`src/rtl/vend_dispense_ctrl.sv`:
```
// Dispense controller: turns vend/change requests from the coin FSM into
// timed solenoid and hopper pulses, confirms each item through its drop
// sensor, tracks bottle and coin stock and stops in FAULT when a mechanism
// never reports a delivery.
module vend_dispense_ctrl #(
  parameter int CNT_W          = 8,
  parameter int BOTTLE_INIT    = 8,
  parameter int COIN_INIT      = 16,
  parameter int PULSE_CYCLES   = 4,
  parameter int TIMEOUT_CYCLES = 64
) (
  input  logic             clk,
  input  logic             rst,
  input  logic             vend_req,
  input  logic [1:0]       change_req,
  input  logic             bottle_sense,
  input  logic             coin_sense,
  input  logic             refill,
  input  logic             fault_clr,
  output logic             bottle_drop,
  output logic             coin_kick,
  output logic             busy,
  output logic             done,
  output logic             sold_out,
  output logic             change_short,
  output logic             overrun,
  output logic             fault,
  output logic [CNT_W-1:0] bottle_cnt,
  output logic [CNT_W-1:0] coin_cnt
);

  localparam int PW = (PULSE_CYCLES > 1) ? $clog2(PULSE_CYCLES) : 1;
  localparam int TW = (TIMEOUT_CYCLES > 1) ? $clog2(TIMEOUT_CYCLES) : 1;

  typedef enum logic [2:0] {
    IDLE    = 3'd0,
    B_PULSE = 3'd1,
    B_WAIT  = 3'd2,
    C_PULSE = 3'd3,
    C_WAIT  = 3'd4,
    FAULT   = 3'd5
  } state_t;

  state_t           state, state_n;
  logic [PW-1:0]    pcnt, pcnt_n;
  logic [TW-1:0]    tcnt, tcnt_n;
  logic [1:0]       job_coins, job_coins_n;
  logic             pend_valid, pend_valid_n;
  logic             pend_bottle, pend_bottle_n;
  logic [1:0]       pend_coins, pend_coins_n;
  logic [CNT_W-1:0] bottle_cnt_n, coin_cnt_n;
  logic             sold_out_n, change_short_n, overrun_n;

  logic [1:0]       req_coins;
  logic             req_now;
  logic             launch;
  logic             launch_bottle;
  logic [1:0]       launch_coins;

  // Next-state logic: request capture, job launch, pulse/wait sequencing and stock updates
  always_comb begin
    req_coins      = (change_req == 2'b01) ? 2'd1 :
                     (change_req == 2'b10) ? 2'd2 : 2'd0;
    req_now        = vend_req || (req_coins != 2'd0);
    launch         = 1'b0;
    launch_bottle  = 1'b0;
    launch_coins   = 2'd0;
    state_n        = state;
    pcnt_n         = pcnt;
    tcnt_n         = tcnt;
    job_coins_n    = job_coins;
    pend_valid_n   = pend_valid;
    pend_bottle_n  = pend_bottle;
    pend_coins_n   = pend_coins;
    bottle_cnt_n   = bottle_cnt;
    coin_cnt_n     = coin_cnt;
    sold_out_n     = sold_out;
    change_short_n = change_short;
    overrun_n      = overrun;

    if (state != IDLE && req_now) begin
      if (pend_valid) begin
        overrun_n = 1'b1;
      end else begin
        pend_valid_n  = 1'b1;
        pend_bottle_n = vend_req;
        pend_coins_n  = req_coins;
      end
    end

    case (state)
      IDLE: begin
        if (refill) begin
          bottle_cnt_n   = CNT_W'(BOTTLE_INIT);
          coin_cnt_n     = CNT_W'(COIN_INIT);
          sold_out_n     = 1'b0;
          change_short_n = 1'b0;
        end
        if (pend_valid) begin
          launch        = 1'b1;
          launch_bottle = pend_bottle;
          launch_coins  = pend_coins;
          pend_valid_n  = req_now;
          pend_bottle_n = vend_req;
          pend_coins_n  = req_coins;
        end else if (req_now) begin
          launch        = 1'b1;
          launch_bottle = vend_req;
          launch_coins  = req_coins;
        end
        if (launch) begin
          job_coins_n = launch_coins;
          pcnt_n      = '0;
          if (launch_bottle) begin
            state_n = B_PULSE;
          end else if (launch_coins != 2'd0) begin
            state_n = C_PULSE;
          end
        end
      end

      B_PULSE: begin
        if (bottle_cnt == '0) begin
          sold_out_n = 1'b1;
          pcnt_n     = '0;
          state_n    = (job_coins != 2'd0) ? C_PULSE : IDLE;
        end else if (pcnt == PW'(PULSE_CYCLES - 1)) begin
          tcnt_n  = '0;
          state_n = B_WAIT;
        end else begin
          pcnt_n = pcnt + PW'(1);
        end
      end

      B_WAIT: begin
        if (bottle_sense) begin
          if (bottle_cnt != '0) begin
            bottle_cnt_n = bottle_cnt - CNT_W'(1);
          end
          pcnt_n  = '0;
          state_n = (job_coins != 2'd0) ? C_PULSE : IDLE;
        end else if (tcnt == TW'(TIMEOUT_CYCLES - 1)) begin
          state_n = FAULT;
        end else begin
          tcnt_n = tcnt + TW'(1);
        end
      end

      C_PULSE: begin
        if (coin_cnt == '0) begin
          change_short_n = 1'b1;
          job_coins_n    = 2'd0;
          state_n        = IDLE;
        end else if (pcnt == PW'(PULSE_CYCLES - 1)) begin
          tcnt_n  = '0;
          state_n = C_WAIT;
        end else begin
          pcnt_n = pcnt + PW'(1);
        end
      end

      C_WAIT: begin
        if (coin_sense) begin
          if (coin_cnt != '0) begin
            coin_cnt_n = coin_cnt - CNT_W'(1);
          end
          job_coins_n = job_coins - 2'd1;
          pcnt_n      = '0;
          state_n     = (job_coins > 2'd1) ? C_PULSE : IDLE;
        end else if (tcnt == TW'(TIMEOUT_CYCLES - 1)) begin
          state_n = FAULT;
        end else begin
          tcnt_n = tcnt + TW'(1);
        end
      end

      FAULT: begin
        if (fault_clr) begin
          job_coins_n = 2'd0;
          state_n     = IDLE;
        end
      end

      default: begin
        state_n = IDLE;
      end
    endcase
  end

  // State, bookkeeping and registered outputs; actuator drives follow the next state
  always_ff @(posedge clk or posedge rst) begin
    if (rst) begin
      state        <= IDLE;
      pcnt         <= '0;
      tcnt         <= '0;
      job_coins    <= 2'd0;
      pend_valid   <= 1'b0;
      pend_bottle  <= 1'b0;
      pend_coins   <= 2'd0;
      bottle_cnt   <= CNT_W'(BOTTLE_INIT);
      coin_cnt     <= CNT_W'(COIN_INIT);
      sold_out     <= 1'b0;
      change_short <= 1'b0;
      overrun      <= 1'b0;
      bottle_drop  <= 1'b0;
      coin_kick    <= 1'b0;
      busy         <= 1'b0;
      done         <= 1'b0;
      fault        <= 1'b0;
    end else begin
      state        <= state_n;
      pcnt         <= pcnt_n;
      tcnt         <= tcnt_n;
      job_coins    <= job_coins_n;
      pend_valid   <= pend_valid_n;
      pend_bottle  <= pend_bottle_n;
      pend_coins   <= pend_coins_n;
      bottle_cnt   <= bottle_cnt_n;
      coin_cnt     <= coin_cnt_n;
      sold_out     <= sold_out_n;
      change_short <= change_short_n;
      overrun      <= overrun_n;
      bottle_drop  <= (state_n == B_PULSE) && (bottle_cnt_n != '0);
      coin_kick    <= (state_n == C_PULSE) && (coin_cnt_n != '0);
      busy         <= (state_n != IDLE);
      done         <= (state != IDLE) && (state != FAULT) && (state_n == IDLE);
      fault        <= (state_n == FAULT);
    end
  end

endmodule

```
`config.mk`:
```
export PLATFORM = sky130hd
export DESIGN_NAME = vend_dispense_ctrl
export DESIGN_NICKNAME = d
export VERILOG_FILES = /design/src/rtl/vend_dispense_ctrl.sv
export SDC_FILE = /design/constraint.sdc
export NUM_CORES = 1
export LEC_CHECK = 0
export CAP_MARGIN = 20
export CORE_AREA = 8 8 58 109
export DETAILED_ROUTE_END_ITERATION = 7
export DIE_AREA = 0 0 66 117
export PLACE_DENSITY = 0.74
export SLEW_MARGIN = 20
export SYNTH_ARGS = -nofsm -noshare
export SYNTH_HDL_FRONTEND = slang
export SYNTH_SLANG_ARGS = --single-unit
```
`constraint.sdc`:
```
create_clock -name clk -period 2.9 [get_ports clk]
set_input_delay 0.58 -clock clk [delete_from_list [all_inputs] [get_ports clk]]
set_output_delay 0.58 -clock clk [all_outputs]
set_load 0.01 [all_outputs]
```
==> results list, run 1 <==
- Antenna fix cells: 0
- The worst register-to-register path has a setup slack of 0.14 ns.
- Post-CTS clock slew at the launch and capture registers of the worst setup and hold paths: ~0.080 ns
- At the worst endpoint, the required time is 3.11 ns.
* Parity-gate share of the synthesized area counting xor and xnor cells: less than 1%
* Synth Net Count: 324
- For this run, the leading register cell type out of synthesis is dfrtp_1.
- Via density: 6.17
- Dividing total power by cell area gives a power density of 968 nW/um^2.
* Max Freq: 363 MHz
* Number of levels the H-tree was split into: 2
- Mux share of post-synthesis cell area: 5.40%
- CP cell instances: inv_1 > ha_1 > or4b_4 > or2_2 > a31o_2 > a211o_1 > or2_1 > a311oi_1
* Hold-fix buffers at CTS: 0
* Drt first-iter violations: 200
- Slew HR: between 50% and 60%
- Combinational family with the most area after synthesis: simple AND/OR/NAND/NOR gates
- Row generation in the floorplan step produced 37 rows.
- Summing the areas of all and, or, nand and nor instances in the mapped netlist gives ~25% of the synthesized area.
- After layout, the minimum clock period comes to roughly 2.8 ns.
- The kind of cell with the highest combined delay along the critical path is simple AND/OR/NAND/NOR gates.
- Post-layout nets: about 370
* Half-perimeter wire length of the detailed placement result: between 5000 and 6000 um
- Nature of the critical path endpoint: register
- For this run, the slowest stage of the critical path takes 0.52 ns.
* Root buf cell: clkbuf_8
* Initial core utilization: between 50% and 60%
* Post-synthesis adder-cell area fraction: approximately 4.2%
- Total count of max-transition violations in the final report: 0
* Most common cell after layout, fill and taps aside: dfrtp_1
- Global routing finished with a remaining overflow of 0.
* Setup fix buffers added after clock tree synthesis: 0
* Average cell area after synthesis: 8.71 um^2
- RSZ-0062 raised after global routing: no
* Async set or reset register ratio after synthesis: 100%
- Across the routed clock network, the largest skew measured is roughly 0.0082 ns.
* Leakage dissipation: 1.40 nW
* Via total after detailed routing: 2528
* Number of CTS-inserted buffers: 5
* Layout Area Growth over Synthesis: 22.2%
- In this run the cell area of the synthesized design comes to 2670 um^2.
- Number of warning messages in the yosys log: 0
* Yosys top cell area share: between 30% and 40%
- For this block, the routed nets add up to 7070 um of wire.
- The number of antenna violations at the first check in global routing came to 0.
* Final setup fails: 0
- Gate count after technology mapping: 306
- Fin crit share: 95.1%
- Worst ir drop on vdd: 520 uV
- Largest cells by area after synthesis: dfrtp_1 (37%), a21oi_1 (5.1%), o21ai_0 (4.7%)
- In this run the vertical extent of the chip is 117 um.
- At the end of routability-driven placement, the weighted congestion stood at 0.947.
* Total DRC errors in the routed layout: 0
- Once the clock tree was built, the resizer swapped 0 gates to a different size.
- Input and output buffers added on the ports amount to 32.
- Yosys mapped a number of flops with a built-in enable equal to 0.
- Sequential elements use 38.6% of the synthesized area.
* Most frequent cells in the layout: dfrtp_1 (39), clkdlybuf4s50_1 (32), nand2_1 (27), a21oi_1 (27)
- During I/O placement, the number of pins put on the boundary was 33.
* WL per Instance: 17.2 um
* Worst hold-check path type: register to register
* Setup total negative slack: 0 ns
- Dpl cells: approximately 400
* Top fanout value on the critical path: 6
- The first global-routing pass estimated 12200 um of wire.
- Die Width: 66 um
- The flow ran to the end, and the final reports show no timing, DRC or antenna violations.
* Count of nets left with antenna violations after detail routing: 0
* Share of the synthesized area in compound gates (AO/OA/AOI/OAI): 21.6%
- The final number of hold-violating endpoints came to 0.
* Worst Max-Slew Pin Slew: around 0.65 ns
- The biggest area contributor in the post-synthesis netlist is dfrtp_1.
- Clock sink total: 41
- Number of violations of the max-capacitance limit: 0
* Synth unique cells: between 50 and 60
- At the later pin of the worst-skew pair, clock insertion delay measures 0.30 ns.
- In the final layout, the share of cells above drive strength 1 is 12.5%.
- Buffers and inverters on the worst path: 1
* Arrival time at the worst endpoint: 2.96 ns
- STA classifies the critical path startpoint as a register.
- Die Area: 7720 um^2
- Final non-filler cell total: 410
* Pre-antenna DRT Iters: 5
* Critical path start-end classification: register to register
- The synthesized design contains 41 register bits.
- Global routing consumed, over all layers together, between 10% and 20% of the routing resources.
- The clock passes through at most 2 buffers.
- Area of the core: 5000 um^2
- The largest individual stage delay along the critical path comes from the cell or4b_4.
- Entering global routing, the biggest net connects 42 pins.
* Via count of the first global-routing pass: ~2.5k
* Clock tree from TritonCTS: built
[synthesized netlist by cell type (3+ instances only)]
cell type / instances
nand3_1: 4
nand2_1: 27
clkbuf_1: 9
mux2_2: 3
or3_1: 4
a21o_1: 3
ha_1: 9
dfrtp_1: 39
mux2i_1: 11
o41ai_1: 3
a21oi_1: 27
o21ai_0: 25
nor2b_1: 6
o31ai_1: 5
inv_1: 19
nand2b_1: 13
and3_1: 4
nor3_1: 10
or2_2: 4
nor2_1: 25
o22ai_1: 5
or4_1: 3
[layout make-up]
class / count / area [um^2]
Timing Repair Buffer: 50 / 455
Clock inverter: 1 / 30.0
Inverter: 19 / 71.3
Multi-Input combinational cell: 234 / 1520
Fill cell: 419 / 1740
Clock buffer: 7 / 86.3
Sequential cell: 41 / 1030
Tap cell: 58 / 72.6
[sequential cells by signal (all words and copies together) (netlist names)]
register and flops:
bottle_cnt 8, coin_cnt 8, tcnt 6, state 3, job_coins 2, pcnt 2, pend_coins 2, bottle_drop 1
busy 1, change_short 1, coin_kick 1, done 1, fault 1, overrun 1, pend_bottle 1, pend_valid 1
sold_out 1
[final timing paths]
kind                                           endpoint             startpoint  cells after the start
worst max-delay path              bottle_drop$_DFF_PP0_  coin_cnt[1]$_DFF_PP0_                      8
worst max register to register    bottle_drop$_DFF_PP0_  coin_cnt[1]$_DFF_PP0_                      8
worst min-delay path                overrun$_DFFE_PP0P_    overrun$_DFFE_PP0P_                      1
max in group asynchronous       bottle_cnt[3]$_DFF_PP1_                    rst                      3
worst min register to register      overrun$_DFFE_PP0P_    overrun$_DFFE_PP0P_                      1
min in group asynchronous           coin_kick$_DFF_PP0_                    rst                      3
[routing by layer]
metal / track usage, % / share of wire [%] / up-vias
li1: - / - / 1203
met1: 23.4 / 42 / 1207
met2: 31.5 / 48 / 90
met3: 5.24 / 5.6 / 28
met4: 11.8 / 4.4 / 0
met5: 0 / 0 / -
[kinds of logic (layout without fill, tap and decap cells)]
logic type	after synthesis	count (layout)
AOI/OAI and AO/OA	89	89
and+or+nand+nor	121	121
xor gates and xnor gates	1	1
adders and majority gates	9	9
buffers and inverters	31	77
DFF	41	41
muxes	14	14
[power breakdown]
part	total [mW]	leakage, nW	internal [mW]	switching (mW)
registers	0.961	0.528	0.758	0.203
clock network	0.484	0.0585	0.281	0.204
logic	1.71	0.811	0.779	0.930
total	3.15	1.40	1.82	1.34
[through the flow]
| step | power, mW | worst slack [ns] | area [um^2] | util [%] | hold slack, ns |
|---|---|---|---|---|---|
| 3_5_place_dp | 2.66 | 0.0726 | 3140 | 62.9 | 0.451 |
| 6_report | 3.15 | 0.143 | 3260 | 65.2 | 0.463 |
| 5_1_grt | 3.41 | 0.0300 | 3260 | 65.2 | 0.506 |
| 3_3_place_gp | 2.60 | 0.136 | 3140 | 62.9 | 0.448 |
| 4_1_cts | 3.15 | 0.137 | 3260 | 65.2 | 0.472 |
| 2_1_floorplan | 2.10 | 0.316 | 2670 | - | 0.459 |
Note: power is estimated with default switching activity, not from simulation.
==> inputs of run 2 (changes only) <==
SKIP_CTS_REPAIR_TIMING = 1   (was not set)
==> results of run 2 <==
Same layout as run 1: the final DEF is identical, and so are final timing and power.
